[src/rtl/oled_sequencer.sv]
// ============================================================================
// Module      : oled_sequencer
// Description : SSD1306 128x32 OLED sequencer. It drives the panel reset pin,
//               sends the power-on init list, then arbitrates host command
//               bytes against framebuffer refreshes into a byte shifter.
// Revision    : 1.0 - initial release
// ============================================================================
`default_nettype none

module oled_sequencer #(
  parameter int         RESET_CYCLES  = 27000,
  parameter int         STARTUP_DELAY = 2700000,
  parameter int         FB_ADDR_W     = 9,
  parameter logic [7:0] COL_END       = 8'h7F,
  parameter logic [7:0] PAGE_END      = 8'h03
) (
  input  logic                 clk,
  input  logic                 reset,
  output logic                 res,
  output logic [7:0]           tx_byte,
  output logic                 tx_dc,
  output logic                 tx_valid,
  input  logic                 tx_ready,
  output logic                 fb_rd_en,
  output logic [FB_ADDR_W-1:0] fb_addr,
  input  logic [7:0]           fb_data,
  input  logic                 frame_req,
  input  logic                 host_cmd_valid,
  input  logic [7:0]           host_cmd_byte,
  output logic                 host_cmd_ready,
  output logic                 init_done,
  output logic                 busy,
  output logic                 frame_done
);

  localparam int CNT_MAX = (RESET_CYCLES > STARTUP_DELAY) ? RESET_CYCLES : STARTUP_DELAY;
  localparam int CNT_W   = $clog2(CNT_MAX + 1);
  localparam logic [FB_ADDR_W-1:0] FB_LAST = {FB_ADDR_W{1'b1}};

  typedef enum logic [2:0] {
    S_RST_LO   = 3'd0,
    S_RST_WAIT = 3'd1,
    S_INIT     = 3'd2,
    S_IDLE     = 3'd3,
    S_HOST     = 3'd4,
    S_WIN      = 3'd5,
    S_FETCH    = 3'd6,
    S_STREAM   = 3'd7
  } state_t;

  function automatic logic [7:0] init_rom(input logic [4:0] idx);
    case (idx)
      5'd0:  init_rom = 8'hAE;
      5'd1:  init_rom = 8'hD5;
      5'd2:  init_rom = 8'h80;
      5'd3:  init_rom = 8'hA8;
      5'd4:  init_rom = 8'h1F;
      5'd5:  init_rom = 8'hD3;
      5'd6:  init_rom = 8'h00;
      5'd7:  init_rom = 8'h40;
      5'd8:  init_rom = 8'h8D;
      5'd9:  init_rom = 8'h14;
      5'd10: init_rom = 8'h20;
      5'd11: init_rom = 8'h00;
      5'd12: init_rom = 8'hA1;
      5'd13: init_rom = 8'hC8;
      5'd14: init_rom = 8'hDA;
      5'd15: init_rom = 8'h02;
      5'd16: init_rom = 8'h81;
      5'd17: init_rom = 8'h8F;
      5'd18: init_rom = 8'hD9;
      5'd19: init_rom = 8'hF1;
      5'd20: init_rom = 8'hDB;
      5'd21: init_rom = 8'h40;
      5'd22: init_rom = 8'hA4;
      5'd23: init_rom = 8'hA6;
      5'd24: init_rom = 8'hAF;
      default: init_rom = 8'h00;
    endcase
  endfunction

  function automatic logic [7:0] win_rom(input logic [2:0] idx);
    case (idx)
      3'd0:    win_rom = 8'h21;
      3'd1:    win_rom = 8'h00;
      3'd2:    win_rom = COL_END;
      3'd3:    win_rom = 8'h22;
      3'd4:    win_rom = 8'h00;
      default: win_rom = PAGE_END;
    endcase
  endfunction

  state_t               state_q, state_d;
  logic [CNT_W-1:0]     cnt_q, cnt_d;
  logic [4:0]           idx_q, idx_d;
  logic                 res_q, res_d;
  logic [7:0]           tx_byte_q, tx_byte_d;
  logic                 tx_dc_q, tx_dc_d;
  logic                 tx_valid_q, tx_valid_d;
  logic                 fb_rd_en_q, fb_rd_en_d;
  logic [FB_ADDR_W-1:0] fb_addr_q, fb_addr_d;
  logic                 host_cmd_ready_q, host_cmd_ready_d;
  logic                 init_done_q, init_done_d;
  logic                 busy_q, busy_d;
  logic                 frame_done_q, frame_done_d;
  logic                 pend_q, pend_d;
  logic                 xfer;

  assign xfer = tx_valid_q && tx_ready;

  always_comb begin
    state_d          = state_q;
    cnt_d            = cnt_q;
    idx_d            = idx_q;
    res_d            = res_q;
    tx_byte_d        = tx_byte_q;
    tx_dc_d          = tx_dc_q;
    tx_valid_d       = tx_valid_q;
    fb_rd_en_d       = 1'b0;
    fb_addr_d        = fb_addr_q;
    host_cmd_ready_d = host_cmd_ready_q;
    init_done_d      = init_done_q;
    busy_d           = busy_q;
    frame_done_d     = 1'b0;
    pend_d           = pend_q;

    if (frame_req && state_q != S_IDLE) begin
      pend_d = 1'b1;
    end

    case (state_q)
      S_RST_LO: begin
        res_d = 1'b0;
        if (cnt_q == CNT_W'(RESET_CYCLES - 1)) begin
          cnt_d   = '0;
          res_d   = 1'b1;
          state_d = S_RST_WAIT;
        end else begin
          cnt_d = cnt_q + CNT_W'(1);
        end
      end
      S_RST_WAIT: begin
        if (cnt_q == CNT_W'(STARTUP_DELAY - 1)) begin
          state_d    = S_INIT;
          idx_d      = 5'd0;
          tx_valid_d = 1'b1;
          tx_byte_d  = init_rom(5'd0);
          tx_dc_d    = 1'b0;
        end else begin
          cnt_d = cnt_q + CNT_W'(1);
        end
      end
      S_INIT: begin
        if (xfer) begin
          if (idx_q == 5'd24) begin
            tx_valid_d       = 1'b0;
            init_done_d      = 1'b1;
            host_cmd_ready_d = 1'b1;
            busy_d           = 1'b0;
            state_d          = S_IDLE;
          end else begin
            idx_d     = idx_q + 5'd1;
            tx_byte_d = init_rom(idx_q + 5'd1);
          end
        end
      end
      S_IDLE: begin
        // A frame request arriving alongside an accepted host byte is kept.
        if (host_cmd_valid) begin
          tx_byte_d        = host_cmd_byte;
          tx_dc_d          = 1'b0;
          tx_valid_d       = 1'b1;
          host_cmd_ready_d = 1'b0;
          busy_d           = 1'b1;
          state_d          = S_HOST;
          if (frame_req) begin
            pend_d = 1'b1;
          end
        end else if (pend_q || frame_req) begin
          pend_d           = 1'b0;
          idx_d            = 5'd0;
          tx_byte_d        = win_rom(3'd0);
          tx_dc_d          = 1'b0;
          tx_valid_d       = 1'b1;
          host_cmd_ready_d = 1'b0;
          busy_d           = 1'b1;
          state_d          = S_WIN;
        end
      end
      S_HOST: begin
        if (xfer) begin
          tx_valid_d       = 1'b0;
          host_cmd_ready_d = 1'b1;
          busy_d           = 1'b0;
          state_d          = S_IDLE;
        end
      end
      S_WIN: begin
        if (xfer) begin
          if (idx_q == 5'd5) begin
            tx_valid_d = 1'b0;
            fb_addr_d  = '0;
            fb_rd_en_d = 1'b1;
            state_d    = S_FETCH;
          end else begin
            idx_d     = idx_q + 5'd1;
            tx_byte_d = win_rom(idx_q[2:0] + 3'd1);
          end
        end
      end
      S_FETCH: begin
        // First cycle issues the read; second cycle has fb_data valid.
        if (!fb_rd_en_q) begin
          tx_byte_d  = fb_data;
          tx_dc_d    = 1'b1;
          tx_valid_d = 1'b1;
          state_d    = S_STREAM;
        end
      end
      S_STREAM: begin
        if (xfer) begin
          tx_valid_d = 1'b0;
          if (fb_addr_q == FB_LAST) begin
            frame_done_d     = 1'b1;
            host_cmd_ready_d = 1'b1;
            busy_d           = 1'b0;
            state_d          = S_IDLE;
          end else begin
            fb_addr_d  = fb_addr_q + FB_ADDR_W'(1);
            fb_rd_en_d = 1'b1;
            state_d    = S_FETCH;
          end
        end
      end
      default: state_d = S_RST_LO;
    endcase
  end

  always_ff @(posedge clk) begin
    if (!reset) begin
      state_q          <= S_RST_LO;
      cnt_q            <= '0;
      idx_q            <= 5'd0;
      res_q            <= 1'b0;
      tx_byte_q        <= 8'h00;
      tx_dc_q          <= 1'b0;
      tx_valid_q       <= 1'b0;
      fb_rd_en_q       <= 1'b0;
      fb_addr_q        <= '0;
      host_cmd_ready_q <= 1'b0;
      init_done_q      <= 1'b0;
      busy_q           <= 1'b1;
      frame_done_q     <= 1'b0;
      pend_q           <= 1'b0;
    end else begin
      state_q          <= state_d;
      cnt_q            <= cnt_d;
      idx_q            <= idx_d;
      res_q            <= res_d;
      tx_byte_q        <= tx_byte_d;
      tx_dc_q          <= tx_dc_d;
      tx_valid_q       <= tx_valid_d;
      fb_rd_en_q       <= fb_rd_en_d;
      fb_addr_q        <= fb_addr_d;
      host_cmd_ready_q <= host_cmd_ready_d;
      init_done_q      <= init_done_d;
      busy_q           <= busy_d;
      frame_done_q     <= frame_done_d;
      pend_q           <= pend_d;
    end
  end

  assign res            = res_q;
  assign tx_byte        = tx_byte_q;
  assign tx_dc          = tx_dc_q;
  assign tx_valid       = tx_valid_q;
  assign fb_rd_en       = fb_rd_en_q;
  assign fb_addr        = fb_addr_q;
  assign host_cmd_ready = host_cmd_ready_q;
  assign init_done      = init_done_q;
  assign busy           = busy_q;
  assign frame_done     = frame_done_q;

endmodule

`default_nettype wire

[config.mk]
export PLATFORM = sky130hd
export DESIGN_NAME = oled_sequencer
export DESIGN_NICKNAME = d
export VERILOG_FILES = /design/src/rtl/oled_sequencer.sv
export SDC_FILE = /design/constraint.sdc
export NUM_CORES = 1
export LEC_CHECK = 0
export BUFFER_PORTS_ARGS = -buffer_cell sky130_fd_sc_hd__buf_2
export CAP_MARGIN = 30
export CORE_ASPECT_RATIO = 0.5
export CORE_UTILIZATION = 60
export CTS_CLUSTER_SIZE = 24
export DETAILED_ROUTE_END_ITERATION = 10
export PLACE_DENSITY = 0.82
export SLEW_MARGIN = 10
export SYNTH_ARGS = -nofsm -noshare
export SYNTH_HDL_FRONTEND = slang
export SYNTH_SLANG_ARGS = --single-unit
[constraint.sdc]
create_clock -name clk -period 3.6 [get_ports clk]
set_clock_uncertainty 0.1 [all_clocks]
set_input_delay 0.36 -clock clk [delete_from_list [all_inputs] [get_ports clk]]
set_output_delay 0.36 -clock clk [all_outputs]
set_load 0.02 [all_outputs]
==> impl_metrics.json <==
{
  "clk_pin_slew_worst_paths_ns": 0.08,
  "tritoncts": "yes",
  "drt_iter0_drc": 417,
  "setup_violations": 0,
  "port_buffers": 45,
  "chipHeight_um": 58.55,
  "top_level_ports": 46,
  "layout_commonest_cell": "nor2_1",
  "nNetsFinal": 565,
  "wl_per_cell_um": 15.03,
  "layout-drive-gt1-share_pct": 14.04,
  "vdd_drop_max_mv": 0.2229,
  "syn_to_final_growth_pct": 9.227,
  "cp-end-kind": "flop",
  "status": "complete, no violations",
  "min_period_over_period_pct": 81.33,
  "path_max_fanout": 19,
  "dr.pass1.iters": 5,
  "fmax_ghz": 0.3416,
  "synth_cell_types": 73,
  "hold_viol": 0,
  "dp.cells": 614,
  "grt_pass1_vias": 3363,
  "vias": 3837,
  "post_cts_buffers": 0,
  "core_mm2": 0.006131,
  "htree_levels": 2,
  "cts_buffers": 5,
  "async_flop_share_pct": 0,
  "place_congestion": 0.9041,
  "rsz0062_at_grt": "false",
  "ys.flop_type": "dfxtp_1",
  "dp_hpwl_um": 6384,
  "synth_edf_count": 0,
  "start_kind": "flop",
  "crit_type": "reg -> reg",
  "row_count": 20,
  "path_cells": "ha_1 > nand4_1 > or4_4 > o21bai_4 > and4_1 > o21ai_0 > a41oi_1",
  "synth_top_area_cell": "dfxtp_1",
  "cts.sinks": 56,
  "syn_area_mm2": 0.003837,
  "die_area_mm2": 0.006739,
  "hold_class": "in -> reg",
  "synth_cells": 515,
  "drtAntennaViolNets": 0,
  "period_minus_slack_ns": 2.928,
  "slowest_delay_ns": 0.63,
  "layout_common_cells": "nor2_1, dfxtp_1, nand2_1",
  "grt_first_pass_wirelength_um": 15550,
  "cts_hold_buf": 0,
  "slew_violations": 0,
  "synth-seq-cells": 56,
  "crit_slowest_cell": "and4_1",
  "powerDensity_mw_per_mm2": 280.7,
  "critPathTopFamily": "simple AND/OR/NAND/NOR gates",
  "clockRootBuffer": "clkbuf_16",
  "yosys_warnings": 0,
  "clock_path_buffers": 2,
  "cp_data_arrival_time_ns": 3.05,
  "r2r_slack_ns": 0.67,
  "grt_max_degree": 28,
  "track_usage_pct": 28.80,
  "leakage_nw": 1.580,
  "synth_area_leaders": "dfxtp_1, nor2_1, xnor2_1",
  "cts_resized": 0,
  "cap_violations": 0,
  "avgSynthCellArea_um2": 7.451,
  "drc": 0,
  "worst_slew_pin_slew_ns": 0.8575,
  "tns_ns": 0,
  "viasPerCell": 6.169,
  "stdcell_count": 622,
  "worst_slew_margin_rel_pct": 42.42,
  "critPathBufInv": 0,
  "die_w_um": 115.1,
  "routed_wl_um": 9349,
  "worst-endpoint-required_ns": 3.72,
  "yosysSeqAreaShare_pct": 29.21,
  "gr-total-overflow": 0,
  "synth_nets": 547,
  "antenna_cells": 0,
  "start_util_pct": 62.59,
  "worst_skew_pair.late_latency_ns": 0.30,
  "synth.top_cell.area_share_pct": 29.21,
  "antenna_found_initial": 0
}
## per-stage QoR
| step | cell area [um^2] | hold slack (ns) | power [mW] | util [%] | worst slack, ns |
|---|---|---|---|---|---|
| final | 4192 | 0.2956 | 1.177 | 68.37 | 0.6722 |
| after global routing | 4192 | 0.3139 | 1.210 | 68.37 | 0.4077 |
| after CTS | 4192 | 0.2998 | 1.180 | 68.37 | 0.7263 |
| after detailed placement | 4041 | 0.3600 | 0.6808 | 65.92 | 0.7347 |
| after global placement | 4041 | 0.3576 | 0.6806 | 65.92 | 0.8474 |
| after floorplan | 3837 | 0.3891 | 0.6646 | - | 1.219 |
## layout make-up
| cell class | count | area [um^2] |
|---|---|---|
| multi-input cells | 408 | 2491 |
| fillers | 512 | 1939 |
| flip-flops and latches | 56 | 1121 |
| repair buffers | 53 | 285.3 |
| clock buffers | 5 | 125.1 |
| well taps | 88 | 110.1 |
| inverters | 9 | 33.78 |
| clock inverters | 3 | 25.02 |
## Yosys cell counts (4+ instances only)
| cell | n |
|---|---|
| ha_1 | 11 |
| and3_1 | 9 |
| inv_1 | 8 |
| nor4_1 | 4 |
| a21oi_1 | 36 |
| xnor2_1 | 23 |
| nand4_1 | 16 |
| a22oi_1 | 4 |
| nor3_1 | 16 |
| xor2_1 | 9 |
| clkbuf_1 | 24 |
| o21ai_0 | 30 |
| nand2_1 | 48 |
| nand3_1 | 28 |
| buf_2 | 12 |
| a211oi_1 | 9 |
| nor2_1 | 69 |
| nand2b_1 | 8 |
| dfxtp_1 | 56 |
| o22ai_1 | 6 |
| a31oi_1 | 9 |
## flip-flops by register name (all words and copies together) (netlist names)
signal / count
tx_byte: 8
fb_addr: 9
frame_done: 1
idx_q: 5
init_done: 1
res: 1
tx_dc: 1
state_q: 3
tx_valid: 1
pend_q: 1
host_cmd_ready: 1
cnt_q: 22
fb_rd_en: 1
busy: 1
## worst min-delay path, cell delays in order
cell and delay [ns]:
buf_2 0.07, nor2_1 0.06, nor3_1 0.15
## cell families after synthesis
| logic type | count (synthesis) | share of synthesized area [%] |
|---|---|---|
| and+or+nand+nor | 232 | 30.52 |
| AOI/OAI and AO/OA | 131 | 22.99 |
| buffers and inverters | 51 | 5.869 |
| DFF | 56 | 29.21 |
| xor gates and xnor gates | 32 | 7.304 |
| adders and majority gates | 12 | 3.847 |
| muxes | 1 | 0.2609 |
## report_power, final
group / internal, mW / switching (mW) / leakage, nW
sequential: 0.622 / 0.00467 / 0.452
combinational: 0.0146 / 0.0256 / 1.06
clock: 0.264 / 0.246 / 0.0708
## layer usage
metal	GRT usage, %	vias up	part of all wire (%)	wire, um
met5	0	-	0	0
met4	8.720	0	1.0	97
met3	4.737	11	7.1	662
met2	45.70	161	45	4203
met1	40.55	1774	47	4386
li1	-	1891	-	-
## final timing paths
check                        startpoint                       to  depth (start not counted)
setup / recovery  cnt_q[0]$_SDFFE_PN0P_  tx_byte[3]$_SDFFE_PN0P_                          7
hold / removal                frame_req        pend_q$_SDFF_PN0_                          3
setup reg to reg  cnt_q[0]$_SDFFE_PN0P_  tx_byte[3]$_SDFFE_PN0P_                          7
hold reg to reg        res$_SDFFE_PN0N_         res$_SDFFE_PN0N_                          2
No activity file was read; power rests on OpenSTA's default activity.
